File: config.mk
export PLATFORM = sky130hd
export DESIGN_NAME = baccarat_dealer_fsm
export DESIGN_NICKNAME = d
export VERILOG_FILES = /design/src/rtl/baccarat_dealer_fsm.sv
export SDC_FILE = /design/constraint.sdc
export NUM_CORES = 1
export LEC_CHECK = 0
export CORE_AREA = 2 2 39 41
export DETAILED_ROUTE_END_ITERATION = 16
export DIE_AREA = 0 0 41 43
export DONT_BUFFER_PORTS = 1
export PLACE_DENSITY = 0.68
export SETUP_SLACK_MARGIN = 0.5
export SLEW_MARGIN = 40
export SYNTH_ARGS = -nofsm -noshare
export SYNTH_HDL_FRONTEND = slang
export SYNTH_SLANG_ARGS = --single-unit
File: constraint.sdc
create_clock -name slow_clock -period 1.55 [get_ports slow_clock]
set_input_delay 0.155 -clock slow_clock [delete_from_list [all_inputs] [get_ports slow_clock]]
set_output_delay 0.155 -clock slow_clock [all_outputs]
set_load 0.005 [all_outputs]
File: src/rtl/baccarat_dealer_fsm.sv
// Dealing and decision controller for one baccarat round: card-load strobes, third-card rules, win lights.
// Optional build macro BACC_TALLY_EN adds saturating player/dealer/tie win tallies.
module baccarat_dealer_fsm #(
    parameter int TALLY_W = 8
) (
    input  logic               slow_clock,
    input  logic               resetb,
    input  logic               new_round,
    input  logic [3:0]         pscore,
    input  logic [3:0]         dscore,
    input  logic [3:0]         pcard3,
    output logic               load_pcard1,
    output logic               load_pcard2,
    output logic               load_pcard3,
    output logic               load_dcard1,
    output logic               load_dcard2,
    output logic               load_dcard3,
    output logic               player_win_light,
    output logic               dealer_win_light
`ifdef BACC_TALLY_EN
    ,
    output logic [TALLY_W-1:0] player_tally,
    output logic [TALLY_W-1:0] dealer_tally,
    output logic [TALLY_W-1:0] tie_tally
`endif
);

    typedef enum logic [3:0] {
        ST_RST  = 4'd0,
        ST_P1   = 4'd1,
        ST_D1   = 4'd2,
        ST_P2   = 4'd3,
        ST_D2   = 4'd4,
        ST_CHK  = 4'd5,
        ST_P3   = 4'd6,
        ST_BCHK = 4'd7,
        ST_D3   = 4'd8,
        ST_RES  = 4'd9,
        ST_DONE = 4'd10
    } state_t;

    state_t     state_r;
    state_t     state_s;
    logic [5:0] load_s;
    logic [5:0] load_r;

    // Banker third-card table; face cards and tens count as zero.
    function automatic logic banker_draws(input logic [3:0] ds, input logic [3:0] c3);
        logic [3:0] v;
        logic       draw;
        v = (c3 >= 4'd10) ? 4'd0 : c3;
        case (ds)
            4'd0, 4'd1, 4'd2: draw = 1'b1;
            4'd3:             draw = (v != 4'd8);
            4'd4:             draw = (v >= 4'd2) && (v <= 4'd7);
            4'd5:             draw = (v >= 4'd4) && (v <= 4'd7);
            4'd6:             draw = (v >= 4'd6) && (v <= 4'd7);
            default:          draw = 1'b0;
        endcase
        return draw;
    endfunction

    // Next-state logic for the dealing sequence and draw decisions.
    always_comb begin
        state_s = state_r;
        case (state_r)
            ST_RST:  state_s = ST_P1;
            ST_P1:   state_s = ST_D1;
            ST_D1:   state_s = ST_P2;
            ST_P2:   state_s = ST_D2;
            ST_D2:   state_s = ST_CHK;
            ST_CHK: begin
                // Any score of 8 or more, including out-of-range values, ends the deal as a natural.
                if ((pscore >= 4'd8) || (dscore >= 4'd8)) begin
                    state_s = ST_RES;
                end else if (pscore <= 4'd5) begin
                    state_s = ST_P3;
                end else if (dscore <= 4'd5) begin
                    state_s = ST_D3;
                end else begin
                    state_s = ST_RES;
                end
            end
            ST_P3:   state_s = ST_BCHK;
            ST_BCHK: begin
                if (banker_draws(dscore, pcard3)) begin
                    state_s = ST_D3;
                end else begin
                    state_s = ST_RES;
                end
            end
            ST_D3:   state_s = ST_RES;
            ST_RES:  state_s = ST_DONE;
            ST_DONE: begin
                if (new_round) begin
                    state_s = ST_P1;
                end else begin
                    state_s = ST_DONE;
                end
            end
            default: state_s = ST_RST;
        endcase
    end

    // Strobe decode of the upcoming state, registered so each strobe is high exactly while in its state.
    always_comb begin
        load_s = 6'b000000;
        case (state_s)
            ST_P1:   load_s = 6'b100000;
            ST_P2:   load_s = 6'b010000;
            ST_P3:   load_s = 6'b001000;
            ST_D1:   load_s = 6'b000100;
            ST_D2:   load_s = 6'b000010;
            ST_D3:   load_s = 6'b000001;
            default: load_s = 6'b000000;
        endcase
    end

    // State and strobe registers.
    always_ff @(posedge slow_clock) begin
        if (!resetb) begin
            state_r <= ST_RST;
            load_r  <= 6'b000000;
        end else begin
            state_r <= state_s;
            load_r  <= load_s;
        end
    end

    assign {load_pcard1, load_pcard2, load_pcard3, load_dcard1, load_dcard2, load_dcard3} = load_r;

    // Win lights: set on leaving RES, held through DONE, cleared when the next round starts.
    always_ff @(posedge slow_clock) begin
        if (!resetb) begin
            player_win_light <= 1'b0;
            dealer_win_light <= 1'b0;
        end else if (state_r == ST_RES) begin
            player_win_light <= (pscore >= dscore);
            dealer_win_light <= (dscore >= pscore);
        end else if ((state_r == ST_DONE) && new_round) begin
            player_win_light <= 1'b0;
            dealer_win_light <= 1'b0;
        end else begin
            player_win_light <= player_win_light;
            dealer_win_light <= dealer_win_light;
        end
    end

`ifdef BACC_TALLY_EN
    localparam logic [TALLY_W-1:0] TALLY_MAX = {TALLY_W{1'b1}};
    localparam logic [TALLY_W-1:0] TALLY_ONE = TALLY_W'(1);

    // Saturating round-outcome tallies; only resetb clears them.
    always_ff @(posedge slow_clock) begin
        if (!resetb) begin
            player_tally <= {TALLY_W{1'b0}};
            dealer_tally <= {TALLY_W{1'b0}};
            tie_tally    <= {TALLY_W{1'b0}};
        end else if (state_r == ST_RES) begin
            if ((pscore > dscore) && (player_tally != TALLY_MAX)) begin
                player_tally <= player_tally + TALLY_ONE;
            end else if ((dscore > pscore) && (dealer_tally != TALLY_MAX)) begin
                dealer_tally <= dealer_tally + TALLY_ONE;
            end else if ((pscore == dscore) && (tie_tally != TALLY_MAX)) begin
                tie_tally <= tie_tally + TALLY_ONE;
            end else begin
                player_tally <= player_tally;
            end
        end else begin
            player_tally <= player_tally;
            dealer_tally <= dealer_tally;
            tie_tally    <= tie_tally;
        end
    end
`endif

endmodule

==> metrics.cfg <==
[grt]
gr-total-overflow = 0
grt_pass1_vias = 604
grt_pass1_wl_mm = 2.25
grt_max_degree = 9
gr-usage-all-layers = 0.189
antenna_found_initial = 0

[floorplanning]
die_area_um2 = 1760
die_w_um = 41
core_area_um2 = 1380
start_util = 0.511
fp-row-count = 14
chipHeight_um = 43
ios = 23

[power_and_ir_drop]
p_seq_frac = 0.456
peakVddDrop_v = 0.000612
power.switching_mw = 0.191
powerDensity_nw_per_um2 = 776
clkPwrFrac = 0.332
switching_share = 0.259
p_int_mw = 0.545
comb_power_share = 0.211
leakage_nw = 0.370

[setup_path]
critPathMaxFanout = 7
worstRegToRegCells = 5
rr_endpoint = load_r[1]
rrSetupSlack_ns = 0.25
cp-start-kind = flip-flop
required_ns = 1.71
worstSetupEndpointType = flip-flop
path_class = reg -> reg
arrival_ns = 1.46
crit_start = state_r[1]
timing.rr.start = state_r[1]

[yosys]
synth_top_family_by_area = simple AND/OR/NAND/NOR gates
synth_top_area_frac = 0.340
yosysTopAreaCell = dfxtp_1
ys_seq_elements = 12
seq_area_frac_synth = 0.340
muxShareOfSynthArea = 0
synthCells = 79
synth_area_um2 = 707
synth_simple_gate_area_frac = 0.317
synth_fp_nets = 98
ys.warnings.count = 0
synthTopCellsByArea = dfxtp_1 34%, ha_1 7.1%, nor2b_1 6.2%
synth.distinct_cells = 27
synth_xor_area_frac = 0
synth_compound_area_frac = 0.235
synth_fa_ha_area_frac = 0.0708
syn_avg_cell_area_um2 = 8.95

[layout]
layout_common_cells = 8 x dfxtp_1, 7 x inv_1, 7 x buf_4
fillCellCount = 119
diodes = 0
area_growth_pct = 34.0
stdcell_area_um2 = 947
drive_gt1_frac = 0.396
final_common_cell = dfxtp_1
nNetsFinal = 111

[drt]
via_per_inst = 5.87
wl_mm = 1.57
vias = 628
drc = 0
ant_nets = 0
drt-initial-drc-count = 11
route.detailed.wl_per_inst_um = 14.7
drt_first_pass_iters = 4

[min_path]
hold_class = in -> reg
min_to = state_r[1]
hold_depth = 1
hp-start = resetb

[outcome]
run_status = finished, final reports clean

[sta]
holdWs_ns = 0.0177
finalHoldViolCount = 0
worst_slew_pin_slew_ns = 0.276
rsz0062_at_grt = true
slew_headroom = 0.815
fin_crit_ns = 1.30
max_clock_freq_mhz = 769
fin_tns_setup_ns = 0
setup_viol = 0
skew_ns = 0.00170
fin_crit_sh = 0.838
slew_viol_final = 0

[cts]
cts_buffer_depth = 2
cts_buffers = 3
clkLatencyLatePin_ns = 0.27
cts_root_buffer = clkbuf_4
cts_tree = built
h-tree-depth = 1
clock-sinks = 12
clk_pin_slew_ns = 0.07

[job]
max_cap_viol_count = 0

[place]
dp_hpwl_mm = 1.13
numPortBuffers = 0
place.gp.congestion = 0.827
place_area_um2 = 747

power by group through the flow:
stage | Sequential (mW) | Combinational [mW] | Clock, mW
after floorplan | 0.342 | 0.0942 | 0
after global placement | 0.346 | 0.108 | 0
after detailed placement | 0.347 | 0.111 | 0
after CTS | 0.335 | 0.133 | 0.245
after global routing | 0.338 | 0.168 | 0.260
final | 0.336 | 0.155 | 0.244
sequential cells by signal (all words and copies together), names as in the netlist:
signal            flops
load_r                6
state_r               4
dealer_win_light      1
player_win_light      1
cell type report:
| type | count | area (µm²) | area share |
|---|---|---|---|
| Tap cell | 16 | 20.0 | 0.0211 |
| Inverter | 7 | 26.3 | 0.0277 |
| Sequential cell | 12 | 255 | 0.269 |
| Multi-Input combinational cell | 60 | 546 | 0.576 |
| Timing Repair Buffer | 8 | 63.8 | 0.0674 |
| Clock buffer | 4 | 36.3 | 0.0383 |
cell families (layout without fill, tap and decap cells):
logic type	Yosys count	after routing
buffers and inverters	7	19
AO/OA/AOI/OAI	25	25
AND/OR/NAND/NOR	31	31
flip-flops	12	12
adder cells (fa/ha/maj)	4	4
Yosys cell counts:
cell,instances
a221o_2,1
o21a_1,3
dfxtp_1,12
o211ai_1,2
o311ai_1,1
inv_1,7
nand2b_1,6
o21ai_1,1
a41oi_1,2
or2b_1,1
a21oi_1,6
or3b_1,1
nor3_2,1
nor2_1,4
nand4bb_1,1
o21ai_0,6
nor4b_2,1
nand3_1,1
nand3b_1,1
nand4b_1,1
o21ai_2,1
nor3b_2,3
nand2_1,1
a211o_1,2
ha_1,4
and2_1,2
nor2b_1,7
metal layers:
layer / GRT usage / routed length (µm) / vias up
li1: - / - / 310
met1: 0.199 / 609 / 293
met2: 0.338 / 853 / 22
met3: 0.0366 / 91 / 3
met4: 0.0800 / 18 / 0
met5: 0 / 0 / -
metrics by stage:
step / setup WS (ns) / std cells / power (mW) / utilization
after global routing: 0.191 / 107 / 0.766 / 0.684
final: 0.250 / 107 / 0.735 / 0.684
after global placement: 0.165 / 95 / 0.454 / 0.540
after floorplan: 0.236 / 79 / 0.436 / -
after CTS: 0.272 / 104 / 0.713 / 0.625
after detailed placement: 0.131 / 95 / 0.457 / 0.540
worst max-delay path by stage:
stage | depth (start not counted) | endpoint | slack [ns]
floorplan | 5 | load_r[5] | 0.24
finish | 5 | load_r[1] | 0.25
global placement | 5 | load_r[5] | 0.17
detailed placement | 4 | load_r[5] | 0.13
global route | 4 | load_r[5] | 0.19
CTS | 4 | load_r[5] | 0.27
repair_timing:
item                                    CTS  global route
buffers inserted                          5             3
hold buffers                              0             0
pin swaps                                 6             9
endpoints found under the setup margin   12            12
gates resized for setup                  13            12
worst max-delay path, stage by stage (launching register included):
cell	delay (ns)
dfxtp_4	0.35
nand2b_4	0.16
nor4b_4	0.24
a221o_2	0.28
buf_4	0.13
nor3_2	0.03
Power figures use the tool's default switching activity.
